## src/rtl/ofs_fim_mmio_cpl_gen_if.sv

```systemverilog
// Bundle of the request, response and completion channels of the MMIO
// completion generator.
//   slave  : the completion generator's view. It receives requests and CSR data,
//            and it drives completion TLPs and the pending count.
//   master : the surrounding fabric's view (RX demux, CSR fabric, TX arbiter).
// Signals:
//   req_*   MMIO read request header channel (valid/ready)
//   rsp_*   CSR read data channel, in request order (valid/ready)
//   tx_*    completion TLP channel, single-beat AVST (valid/ready)
//   cpl_pending  stored requests not yet turned into completions
interface ofs_fim_mmio_cpl_gen_if #(
  parameter int PF_WIDTH = 3,
  parameter int VF_WIDTH = 6,
  parameter int CNT_W    = 4
);
  logic                req_valid;
  logic                req_ready;
  logic [127:0]        req_hdr;
  logic [PF_WIDTH-1:0] req_pfn;
  logic [VF_WIDTH-1:0] req_vfn;
  logic                req_vf_active;

  logic                rsp_valid;
  logic                rsp_ready;
  logic [63:0]         rsp_data;

  logic                tx_valid;
  logic                tx_ready;
  logic                tx_sop;
  logic                tx_eop;
  logic [127:0]        tx_hdr;
  logic [255:0]        tx_data;
  logic                tx_vf_active;

  logic [CNT_W-1:0]    cpl_pending;

  modport slave (
    input  req_valid, req_hdr, req_pfn, req_vfn, req_vf_active,
    input  rsp_valid, rsp_data,
    input  tx_ready,
    output req_ready, rsp_ready,
    output tx_valid, tx_sop, tx_eop, tx_hdr, tx_data, tx_vf_active,
    output cpl_pending
  );

  modport master (
    output req_valid, req_hdr, req_pfn, req_vfn, req_vf_active,
    output rsp_valid, rsp_data,
    output tx_ready,
    input  req_ready, rsp_ready,
    input  tx_valid, tx_sop, tx_eop, tx_hdr, tx_data, tx_vf_active,
    input  cpl_pending
  );
endinterface

```

## src/rtl/ofs_fim_mmio_cpl_gen.sv

```systemverilog
// MMIO read completion generator (P-tile AVST, single-beat packets).
// It captures MMIO read request headers into an in-order FIFO. It pairs each
// request with the next CSR read data word and emits one CplD per request. A
// request with an unsupported length (0 = 1024DW, or more than 2DW) gets a Cpl
// with Completer Abort and does not consume CSR data.
// Ports:
//   clk, rst_n  clock, asynchronous active-low reset
//   cfg_bus     captured bus number. Completer ID = {cfg_bus, pfn zero-extended to 8b}
//   io          request/response/completion channels (slave modport)
module ofs_fim_mmio_cpl_gen #(
  parameter int REQ_DEPTH = 8,
  parameter int PF_WIDTH  = 3,
  parameter int VF_WIDTH  = 6
) (
  input  logic       clk,
  input  logic       rst_n,
  input  logic [7:0] cfg_bus,
  ofs_fim_mmio_cpl_gen_if.slave io
);

  localparam int            AW        = $clog2(REQ_DEPTH);
  localparam logic [AW:0]   PTR_ONE   = (AW+1)'(1);
  localparam logic [AW:0]   DEPTH_CNT = (AW+1)'(REQ_DEPTH);

  // Only the fields a completion needs are kept. The 3DW/4DW address choice is
  // resolved at capture, so the format bit is not stored.
  typedef struct packed {
    logic [9:0]          len;
    logic [2:0]          tc;
    logic [2:0]          attr;
    logic [15:0]         reqid;
    logic [7:0]          tag;
    logic [6:0]          addr_lo;
    logic [PF_WIDTH-1:0] pfn;
    logic                vf_active;
  } req_info_t;

  // ---------------------------------------------------------------------------
  // Request-info FIFO. The pointers carry one extra wrap bit, so their
  // difference is the occupancy.
  // ---------------------------------------------------------------------------
  req_info_t   mem [REQ_DEPTH];
  req_info_t   wr_info;
  req_info_t   head;
  logic [AW:0] wr_ptr, rd_ptr, count;
  logic        full, nonempty, push, pop;

  assign count    = wr_ptr - rd_ptr;
  assign full     = (count == DEPTH_CNT);
  assign nonempty = (count != '0);
  assign push     = io.req_valid & ~full;
  assign head     = mem[rd_ptr[AW-1:0]];

  always_comb begin
    wr_info           = '0;
    wr_info.len       = io.req_hdr[105:96];
    wr_info.tc        = io.req_hdr[118:116];
    wr_info.attr      = {io.req_hdr[114], io.req_hdr[109:108]};
    wr_info.reqid     = io.req_hdr[95:80];
    wr_info.tag       = io.req_hdr[79:72];
    // 4DW headers carry the low address in DW3. 3DW headers carry it in DW2.
    wr_info.addr_lo   = io.req_hdr[125] ? io.req_hdr[6:0] : io.req_hdr[38:32];
    wr_info.pfn       = io.req_pfn;
    wr_info.vf_active = io.req_vf_active;
  end

  always_ff @(posedge clk) begin
    if (push) mem[wr_ptr[AW-1:0]] <= wr_info;
  end

  always_ff @(posedge clk or negedge rst_n) begin
    if (!rst_n) begin
      wr_ptr <= '0;
      rd_ptr <= '0;
    end else begin
      if (push) wr_ptr <= wr_ptr + PTR_ONE;
      if (pop)  rd_ptr <= rd_ptr + PTR_ONE;
    end
  end

  // ---------------------------------------------------------------------------
  // Head classification and output-slot handshake.
  // ---------------------------------------------------------------------------
  logic [1:0] vld_pipe;   // [0] = slot load this cycle, [1] = slot holds a TLP
  logic       head_good, load_ok, good_load, bad_load;

  assign head_good = (head.len == 10'd1) || (head.len == 10'd2);
  // The slot can take a new TLP when it is empty or being drained this cycle.
  // This allows one completion per clock.
  assign load_ok   = ~vld_pipe[1] | io.tx_ready;
  assign io.rsp_ready = nonempty & head_good & load_ok;
  assign good_load = io.rsp_valid & io.rsp_ready;
  // Unsupported lengths complete with CA on their own, with no CSR data.
  assign bad_load  = nonempty & ~head_good & load_ok;
  assign pop       = good_load | bad_load;
  assign vld_pipe[0] = pop;

  // ---------------------------------------------------------------------------
  // Completion TLP assembly from the FIFO head.
  // ---------------------------------------------------------------------------
  logic [127:0] cpl_hdr;
  logic [255:0] cpl_data;

  always_comb begin
    cpl_hdr  = '0;
    cpl_data = '0;
    // DW0
    cpl_hdr[124:120] = 5'b01010;
    cpl_hdr[118:116] = head.tc;
    cpl_hdr[114]     = head.attr[2];
    cpl_hdr[109:108] = head.attr[1:0];
    // DW1: completer ID. Status, BCM and byte count are filled in below.
    cpl_hdr[95:80]   = {cfg_bus, 8'(head.pfn)};
    // DW2: requester ID, tag and lower address (DW aligned)
    cpl_hdr[63:48]   = head.reqid;
    cpl_hdr[47:40]   = head.tag;
    cpl_hdr[38:32]   = {head.addr_lo[6:2], 2'b00};
    if (head_good) begin
      cpl_hdr[127:125] = 3'b010;
      cpl_hdr[105:96]  = head.len;
      cpl_hdr[75:64]   = {head.len, 2'b00};
      if (head.len[1]) begin
        cpl_data[63:0] = io.rsp_data;
      end else begin
        // Single DW read: pick the half of the QW the address points at.
        cpl_data[31:0] = head.addr_lo[2] ? io.rsp_data[63:32] : io.rsp_data[31:0];
      end
    end else begin
      cpl_hdr[127:125] = 3'b000;
      cpl_hdr[79:77]   = 3'b100;
      cpl_hdr[75:64]   = 12'd4;
    end
  end

  // ---------------------------------------------------------------------------
  // Output slot. Its contents stay stable while tx_valid waits for tx_ready.
  // ---------------------------------------------------------------------------
  logic [127:0] tx_hdr_q;
  logic [255:0] tx_data_q;
  logic         tx_vfa_q;

  always_ff @(posedge clk or negedge rst_n) begin
    if (!rst_n) begin
      vld_pipe[1] <= 1'b0;
      tx_hdr_q    <= '0;
      tx_data_q   <= '0;
      tx_vfa_q    <= 1'b0;
    end else begin
      vld_pipe[1] <= vld_pipe[0] | (vld_pipe[1] & ~io.tx_ready);
      if (vld_pipe[0]) begin
        tx_hdr_q  <= cpl_hdr;
        tx_data_q <= cpl_data;
        tx_vfa_q  <= head.vf_active;
      end
    end
  end

  assign io.req_ready    = ~full;
  assign io.tx_valid     = vld_pipe[1];
  assign io.tx_sop       = vld_pipe[1];
  assign io.tx_eop       = vld_pipe[1];
  assign io.tx_hdr       = tx_hdr_q;
  assign io.tx_data      = tx_data_q;
  assign io.tx_vf_active = tx_vfa_q;
  assign io.cpl_pending  = count;

  // The VF number and the remaining request header fields do not affect the completion.
  logic                unused_hdr;
  logic [VF_WIDTH-1:0] unused_vfn;
  assign unused_hdr = ^io.req_hdr;
  assign unused_vfn = io.req_vfn;

endmodule

```

## src/flat_wrapper.sv

```systemverilog
// flat-port wrapper written by rule: the top's interface ports become plain ports
module ofs_fim_mmio_cpl_gen_flat 
#(
  parameter int REQ_DEPTH = 8,
  parameter int PF_WIDTH  = 3,
  parameter int VF_WIDTH  = 6
)
  (clk, rst_n, cfg_bus, io_req_valid, io_req_hdr, io_req_pfn, io_req_vfn, io_req_vf_active, io_rsp_valid, io_rsp_data, io_tx_ready, io_req_ready, io_rsp_ready, io_tx_valid, io_tx_sop, io_tx_eop, io_tx_hdr, io_tx_data, io_tx_vf_active, io_cpl_pending);
  ofs_fim_mmio_cpl_gen_if #(.PF_WIDTH(PF_WIDTH), .VF_WIDTH(VF_WIDTH), .CNT_W(($clog2(REQ_DEPTH) + 1))) io_i ();
  input  logic clk;
  input  logic rst_n;
  input  logic [7:0] cfg_bus;
  input wire logic [$bits(io_i.req_valid)-1:0] io_req_valid;
  input wire logic [$bits(io_i.req_hdr)-1:0] io_req_hdr;
  input wire logic [$bits(io_i.req_pfn)-1:0] io_req_pfn;
  input wire logic [$bits(io_i.req_vfn)-1:0] io_req_vfn;
  input wire logic [$bits(io_i.req_vf_active)-1:0] io_req_vf_active;
  input wire logic [$bits(io_i.rsp_valid)-1:0] io_rsp_valid;
  input wire logic [$bits(io_i.rsp_data)-1:0] io_rsp_data;
  input wire logic [$bits(io_i.tx_ready)-1:0] io_tx_ready;
  output wire logic [$bits(io_i.req_ready)-1:0] io_req_ready;
  output wire logic [$bits(io_i.rsp_ready)-1:0] io_rsp_ready;
  output wire logic [$bits(io_i.tx_valid)-1:0] io_tx_valid;
  output wire logic [$bits(io_i.tx_sop)-1:0] io_tx_sop;
  output wire logic [$bits(io_i.tx_eop)-1:0] io_tx_eop;
  output wire logic [$bits(io_i.tx_hdr)-1:0] io_tx_hdr;
  output wire logic [$bits(io_i.tx_data)-1:0] io_tx_data;
  output wire logic [$bits(io_i.tx_vf_active)-1:0] io_tx_vf_active;
  output wire logic [$bits(io_i.cpl_pending)-1:0] io_cpl_pending;
  assign io_i.req_valid = io_req_valid;
  assign io_i.req_hdr = io_req_hdr;
  assign io_i.req_pfn = io_req_pfn;
  assign io_i.req_vfn = io_req_vfn;
  assign io_i.req_vf_active = io_req_vf_active;
  assign io_i.rsp_valid = io_rsp_valid;
  assign io_i.rsp_data = io_rsp_data;
  assign io_i.tx_ready = io_tx_ready;
  assign io_req_ready = io_i.req_ready;
  assign io_rsp_ready = io_i.rsp_ready;
  assign io_tx_valid = io_i.tx_valid;
  assign io_tx_sop = io_i.tx_sop;
  assign io_tx_eop = io_i.tx_eop;
  assign io_tx_hdr = io_i.tx_hdr;
  assign io_tx_data = io_i.tx_data;
  assign io_tx_vf_active = io_i.tx_vf_active;
  assign io_cpl_pending = io_i.cpl_pending;
  ofs_fim_mmio_cpl_gen #(.REQ_DEPTH(REQ_DEPTH), .PF_WIDTH(PF_WIDTH), .VF_WIDTH(VF_WIDTH)) u_core (.clk(clk), .rst_n(rst_n), .cfg_bus(cfg_bus), .io(io_i));
endmodule
```

## config.mk

```make
export PLATFORM = sky130hd
export DESIGN_NAME = ofs_fim_mmio_cpl_gen_flat
export DESIGN_NICKNAME = d
export VERILOG_FILES = /design/src/rtl/ofs_fim_mmio_cpl_gen_if.sv /design/src/rtl/ofs_fim_mmio_cpl_gen.sv /design/src/flat_wrapper.sv
export SDC_FILE = /design/constraint.sdc
export NUM_CORES = 1
export LEC_CHECK = 0
export BUFFER_PORTS_ARGS = -buffer_cell sky130_fd_sc_hd__buf_4
export CAP_MARGIN = 0
export CORE_AREA = 2 2 240 242
export DETAILED_ROUTE_END_ITERATION = 8
export DIE_AREA = 0 0 242 244
export GPL_TIMING_DRIVEN = 0
export PLACE_DENSITY = 0.7
export SLEW_MARGIN = 5
export SYNTH_ARGS = -nofsm -noshare
export SYNTH_HDL_FRONTEND = slang
export SYNTH_SLANG_ARGS = --single-unit
```

## constraint.sdc

```tcl
create_clock -name clk -period 7.7 [get_ports clk]
set_input_delay 0.385 -clock clk [delete_from_list [all_inputs] [get_ports clk]]
set_output_delay 0.385 -clock clk [all_outputs]
set_load 0.03 [all_outputs]
```

==> impl_metrics.py, run 1 <==
metrics = {
    "status": {
        "status": "finished clean",
    },
    "setup_path": {
        "start_kind": "register",
        "critPathKind": "reg -> reg",
        "critPathArrivalTime_ns": 4.86,
        "r2r_slack_ns": 3.16,
        "worstPathRequired_ns": 8.03,
        "endpoint_kind": "register",
        "crit_fanout": 10,
    },
    "logic_synthesis": {
        "synth.ff_latch_count": 526,
        "async_flop_share": 0.255,
        "synth_edf_count": 392,
        "yosys_warnings": 0,
        "netlist_top_cells_area": "edfxtp_1, dfrtp_1, buf_4",
        "yosysTopAreaCell": "edfxtp_1",
        "synth.avg_cell_area_um2": 16.7,
        "ys_types": 53,
        "syn_area_um2": 22000,
        "syn_inst": 1319,
        "ys_seq_area_frac": 0.687,
        "synth_top_area_frac": 0.535,
        "ys.flop_type": "edfxtp_1",
    },
    "timing": {
        "relSlewSlack": 0.325,
        "period_minus_slack_ns": 4.54,
        "rsz0062_at_grt": "no",
        "fmax_ghz": 0.220,
        "finClkSkew_ns": 0.0380,
        "worst_pin_slew_ns": 1.01,
        "tns_ns": 0,
        "slew_viol_final": 0,
        "setup_ws_ns": 3.16,
        "finalSetupViolCount": 0,
        "hold_viol": 0,
        "period_share": 0.589,
    },
    "finish": {
        "final_cell_area_um2": 29200,
        "multi_input_comb_area_um2": 5550,
        "drive_above_1_share": 0.402,
        "nets": 2241,
        "register_area_um2": 15100,
        "fillers": 4602,
        "area_growth_pct": 32.8,
    },
    "routing": {
        "dr.pass1.iters": 5,
        "wl_met3_um": 3900,
        "m1WireLength_um": 24200,
        "wl_um": 61300,
        "drc": 0,
        "route.met2.wl_um": 32000,
        "dr_total_vias": 12900,
        "first_iter_violations": 859,
        "top_layer": "met5",
        "avgRoutedWirePerCell_um": 21.7,
        "vias_per_cell": 4.57,
        "ant_nets": 0,
    },
    "place": {
        "hpwl_um": 45100,
        "numPortBuffers": 275,
        "place_area_um2": 26600,
        "gp_congestion": 0.835,
        "dp_slack_ns": 3.11,
    },
    "die": {
        "start_util": 0.392,
        "std_cell_rows": 87,
        "die_y_um": 244,
        "pin_count": 609,
        "dieArea_um2": 59000,
        "die-width_um": 242,
        "core-area_um2": 56200,
    },
    "grt": {
        "grt_pass1_wl_um": 89600,
        "grt_overflow": 0,
        "grt_pass1_vias": 13200,
        "antenna_found_initial": 6,
        "track_usage": 0.205,
        "grt_max_degree": 74,
    },
    "clock_tree": {
        "cts_made_buffers": 55,
        "cts_buffer_depth": 3,
        "clockRootBuffer": "clkbuf_16",
        "cts_max_level": 2,
        "postCtsSetupBuffers": 0,
        "cts.sinks": 526,
        "clk_latency_ns": 0.62,
        "cts_tree": "built",
        "cts-resized-gates": 0,
        "clkSlewWorstSetupHoldPaths_ns": 0.07,
    },
    "power": {
        "p_leak_nw": 12.3,
        "power_density_nw_per_um2": 359,
        "ir_drop_uv": 293,
    },
    "min_path": {
        "hold_class": "in -> reg",
    },
    "job": {
        "max_cap_violations": 0,
    },
}
cell families after synthesis:
family | share of synthesized area
flops | 0.687
buf+inv | 0.106
mux | 0.134
simple gates | 0.0298
compound gates | 0.0364
xor+xnor | 0.00358
fa+ha+maj | 0.00375
other cells | 0.000170
worst max-delay path: stages, from the launching register on:
cell and delay [ns]:
dfrtp_1 0.45, buf_2 0.23, inv_2 0.20, clkbuf_1 0.73, ha_1 0.40, o21a_1 0.13, o21ai_0 0.28, nand2_1 0.16
a211o_1 0.39, nor3b_2 0.73, buf_8 0.24, buf_6 0.16, buf_6 0.16
what timing repair did:
action / CTS / global route
endpoints found under the setup margin: 0 / 0
hold buffers: 69 / 0
hold endpoints to repair: 436 / 0
cell usage in the layout, fill, tap and decap left out, types with 6 or more instances in the layout:
| master | synthesis | final |
|---|---|---|
| a22o_1 | 32 | 32 |
| and2_1 | 9 | 9 |
| buf_2 | 13 | 13 |
| buf_4 | 278 | 576 |
| buf_6 | 4 | 25 |
| bufinv_16 | 0 | 10 |
| clkbuf_1 | 19 | 24 |
| clkbuf_16 | 0 | 55 |
| clkbuf_8 | 0 | 7 |
| clkinv_1 | 1 | 6 |
| clkinv_2 | 0 | 10 |
| conb_1 | 1 | 250 |
| dfrtp_1 | 134 | 134 |
| dlygate4sd3_1 | 0 | 69 |
| edfxtp_1 | 392 | 392 |
| inv_1 | 11 | 11 |
| mux2_2 | 12 | 12 |
| mux2i_1 | 72 | 72 |
| mux4_2 | 90 | 90 |
| nand2_1 | 87 | 87 |
| nor2_1 | 11 | 10 |
| nor3_1 | 15 | 12 |
| o21ai_0 | 72 | 72 |
| o21ai_1 | 6 | 6 |
| xor2_1 | 6 | 6 |
power by group:
part	internal, mW	leakage (nW)	switching (mW)
registers	3.59	5.30	0.191
clock network	1.72	0.966	1.14
logic	1.53	6.05	2.31
synthesized netlist by cell type (4+ instances only):
| library cell | n |
|---|---|
| nor4_1 | 4 |
| nand2b_1 | 5 |
| nor3_1 | 15 |
| dfrtp_1 | 134 |
| o21ai_1 | 6 |
| o21ai_0 | 72 |
| edfxtp_1 | 392 |
| buf_6 | 4 |
| a22o_1 | 32 |
| clkbuf_1 | 19 |
| mux2_2 | 12 |
| nor2_1 | 11 |
| mux4_2 | 90 |
| inv_1 | 11 |
| buf_2 | 13 |
| mux2i_1 | 72 |
| and2_1 | 9 |
| ha_1 | 5 |
| nand2_1 | 87 |
| xor2_1 | 6 |
| buf_4 | 278 |
cell type report:
class | instances | share of cell area
multi-input cells | 712 | 0.190
plain buffers | 317 | 0.0780
repair buffers | 395 | 0.113
flip-flops and latches | 526 | 0.517
diodes | 2 | 0.000171
clock buffers | 67 | 0.0510
well taps | 756 | 0.0324
inverters | 13 | 0.00167
clock inverters | 35 | 0.0166
stage by stage:
stage          instances   util  power [mW]  hold slack, ns
2_1_floorplan       1568      -        6.31          0.0894
3_3_place_gp        2599  0.462        7.57           0.469
3_5_place_dp        2650  0.473        7.71           0.404
4_1_cts             2821  0.520        10.6         0.00132
5_1_grt             2823  0.520        11.0          0.0123
6_report            2823  0.520        10.5          0.0377
state kept, by name (all words and copies together), names as in the netlist:
register / count
u_core.io.tx_data: 64
u_core.io.tx_vf_active: 1
u_core.io.tx_hdr: 60
u_core.rd_ptr: 4
u_core.wr_ptr: 4
u_core.mem: 392
u_core.io.tx_eop: 1
path summary, 6_finish.rpt:
kind | from | endpoint | cells after the start
min | cfg_bus[2] | u_core.io.tx_hdr[90]$_DFFE_PN0P_ | 2
min in group asynchronous | rst_n | u_core.io.tx_hdr[57]$_DFFE_PN0P_ | 2
max | u_core.rd_ptr[2]$_DFFE_PN0P_ | u_core.mem[6][18]$_DFFE_PP_ | 12
min reg2reg | u_core.io.tx_hdr[35]$_DFFE_PN0P_ | u_core.io.tx_hdr[35]$_DFFE_PN0P_ | 2
max in group asynchronous | rst_n | u_core.io.tx_data[6]$_DFFE_PN0P_ | 3
max reg2reg | u_core.rd_ptr[2]$_DFFE_PN0P_ | u_core.mem[6][18]$_DFFE_PP_ | 12
metal layers:
metal | track usage | vias to the layer above
met5 | 0 | -
met4 | 0.0477 | 8
met3 | 0.0421 | 94
met2 | 0.367 | 466
met1 | 0.256 | 6507
li1 | - | 5840
Note: power is estimated with default switching activity, not from simulation.
==> run 2, diff against run 1 <==
--- a/config.mk
+++ b/config.mk
@@ -11,7 +11,7 @@
 export DETAILED_ROUTE_END_ITERATION = 8
 export DIE_AREA = 0 0 242 244
 export GPL_TIMING_DRIVEN = 0
-export PLACE_DENSITY = 0.7
+export PLACE_DENSITY = 0.68
 export SLEW_MARGIN = 5
 export SYNTH_ARGS = -nofsm -noshare
 export SYNTH_HDL_FRONTEND = slang
==> constraint.sdc (replaced) <==
create_clock -name clk -period 4.3 [get_ports clk]
set_input_delay 0.215 -clock clk [delete_from_list [all_inputs] [get_ports clk]]
set_output_delay 0.215 -clock clk [all_outputs]
set_load 0.03 [all_outputs]
==> impl_metrics.py, run 2 (synthesis results as in run 1) <==
metrics = {
    "power": {
        "seqPwrFrac": 0.364,
        "clkPwrFrac": 0.253,
        "p_comb_frac": 0.382,
        "p_leak_nw": 12.5,
        "p_int_mw": 12.0,
        "power.total_mw": 18.7,
        "p_switching_mw": 6.68,
        "ir_drop_uv": 523,
        "switching_share": 0.358,
        "power_density_nw_per_um2": 627,
    },
    "place": {
        "dp_slack_ns": 0.00658,
        "hpwl_um": 44700,
        "numPortBuffers": 275,
        "place_area_um2": 26700,
        "gp_congestion": 0.839,
    },
    "setup_path": {
        "reg2reg_depth": 11,
        "critPathSlowestCell": "nor2_4",
        "crit_end": "u_core.mem[7][12]$_DFFE_PP_",
        "worstPathRequired_ns": 4.61,
        "endpoint_kind": "register",
        "crit_buf_inv": 5,
        "critPathKind": "reg -> reg",
        "r2r_slack_ns": 0.22,
        "cp_slowest_stage_delay_ns": 0.60,
        "r2r-end": "u_core.mem[7][12]$_DFFE_PP_",
        "critPathArrivalTime_ns": 4.38,
        "crit_fanout": 18,
        "start_kind": "register",
        "worst_path_most_repeated_cell": "buf_12",
        "path_cells": "buf_2 -> inv_2 -> clkbuf_2 -> ha_1 -> o21a_1 -> o21ai_1 -> nand2_2 -> a211o_1 -> nor2_4 -> buf_12 -> buf_12",
        "rr_startpoint": "u_core.rd_ptr[2]$_DFFE_PN0P_",
        "crit_path_start": "u_core.rd_ptr[2]$_DFFE_PN0P_",
        "crit_family": "buffers and inverters",
        "cp.depth": 11,
    },
    "grt": {
        "grt_max_degree": 74,
        "grt_pass1_vias": 13700,
        "grt_pass1_wl_um": 91600,
        "track_usage": 0.211,
        "grt_overflow": 0,
        "antenna_found_initial": 5,
    },
    "finish": {
        "layout_common_cells": "buf_4, edfxtp_1, conb_1",
        "layout_commonest_cell": "buf_4",
        "final_cell_area_um2": 29700,
        "nets": 2282,
        "drive_above_1_share": 0.389,
        "utilization": 0.530,
        "area_growth_pct": 35.1,
        "largest_reg_flops": 392,
    },
    "routing": {
        "avgRoutedWirePerCell_um": 21.9,
        "vias_per_cell": 4.58,
        "first_iter_violations": 898,
        "wl_um": 62700,
        "dr_total_vias": 13100,
        "drc": 0,
        "ant_nets": 0,
        "dr.pass1.iters": 5,
    },
    "timing": {
        "slew_viol_final": 0,
        "rsz0062_at_grt": "no",
        "period_minus_slack_ns": 4.08,
        "hold_viol": 0,
        "relSlewSlack": 0.321,
        "finClkSkew_ns": 0.0387,
        "worst_pin_slew_ns": 1.02,
        "fmax_ghz": 0.245,
        "period_share": 0.948,
        "finalSetupViolCount": 0,
        "setup_ws_ns": 0.224,
    },
    "clock_tree": {
        "cts_tree": "built",
        "clockRootBuffer": "clkbuf_16",
        "clk_latency_ns": 0.63,
        "clkSlewWorstSetupHoldPaths_ns": 0.06,
        "cts_buffer_depth": 3,
        "cts_made_buffers": 55,
        "cts-resized-gates": 0,
        "cts_max_level": 2,
        "cts.sinks": 526,
    },
    "die": {
        "pin_count": 609,
        "core-area_um2": 56200,
        "dieArea_um2": 59000,
        "start_util": 0.392,
        "std_cell_rows": 87,
        "die_y_um": 244,
        "die-width_um": 242,
    },
    "job": {
        "max_cap_violations": 0,
    },
    "status": {
        "status": "finished clean",
    },
    "min_path": {
        "hold_class": "in -> reg",
        "whs_path_depth": 2,
    },
}
-- run 2: timing repair --
item / 4_1_cts / 5_1_grt
endpoints found under the hold margin: 487 / 0
pin swaps: 1 / 2
buffers inserted: 1 / 4
hold buffers: 121 / 0
endpoints found under the setup margin: 10 / 24
-- run 2: worst register-to-register path, delay by kind of cell (launching register included) --
kind,cells,cell delay [ns]
AND/OR/NAND/NOR,2,0.74
adder cells (fa/ha/maj),1,0.48
flip-flops,1,0.44
AO/OA/AOI/OAI,3,0.82
buffers and inverters,5,1.27
-- run 2: final cells by class --
cell class                      count  area (um^2)
Sequential cell                   526        15100
Buffer                            317         2280
Clock buffer                       75         1510
Multi-Input combinational cell    712         5620
Timing Repair Buffer              436         3910
Inverter                           13         48.8
Clock inverter                     29          300
Tap cell                          756          946
Fill cell                        4575        26400
Antenna cell                        1         2.50
-- run 2: power by group through the flow --
stage / Sequential (mW) / Combinational (mW) / Clock, mW
floorplan: 7.30 / 4.09 / 0
global placement: 6.92 / 6.72 / 0
detailed placement: 6.90 / 7.11 / 0
CTS: 6.81 / 7.24 / 4.82
global route: 6.88 / 7.64 / 5.03
finish: 6.80 / 7.13 / 4.73
-- run 2: worst min-delay path by stage --
stage	start	end	slack (ns)
finish	io_req_hdr[5]	u_core.mem[7][9]$_DFFE_PP_	0.02
global route	io_req_hdr[5]	u_core.mem[7][9]$_DFFE_PP_	0.03
CTS	io_req_hdr[35]	u_core.mem[7][7]$_DFFE_PP_	0.005
detailed placement	rst_n	u_core.io.tx_hdr[52]$_DFFE_PN0P_	0.23
global placement	io_req_hdr[76]	u_core.mem[6][15]$_DFFE_PP_	0.44
floorplan	rst_n	u_core.io.tx_data[0]$_DFFE_PN0P_	-0.08
-- run 2: metrics by stage --
stage / instances / TNS (ns) / hold WS, ns
final: 2865 / 0 / 0.0244
after global routing: 2865 / 0 / 0.0283
after CTS: 2860 / 0 / 0.00512
after detailed placement: 2634 / 0 / 0.225
after global placement: 2599 / -765.03 / 0.443
after floorplan: 1568 / -29.56 / -0.0806
-- run 2: metal layers --
| metal | wire, um | up-vias | part of all wire | track usage |
|---|---|---|---|---|
| met3 | 4020 | 75 | 0.064 | 0.0458 |
| met1 | 24600 | 6666 | 0.39 | 0.261 |
| li1 | - | 5930 | - | - |
| met2 | 32700 | 455 | 0.52 | 0.374 |
| met4 | 1390 | 4 | 0.022 | 0.0579 |
| met5 | 24 | - | 0.00038 | 0 |
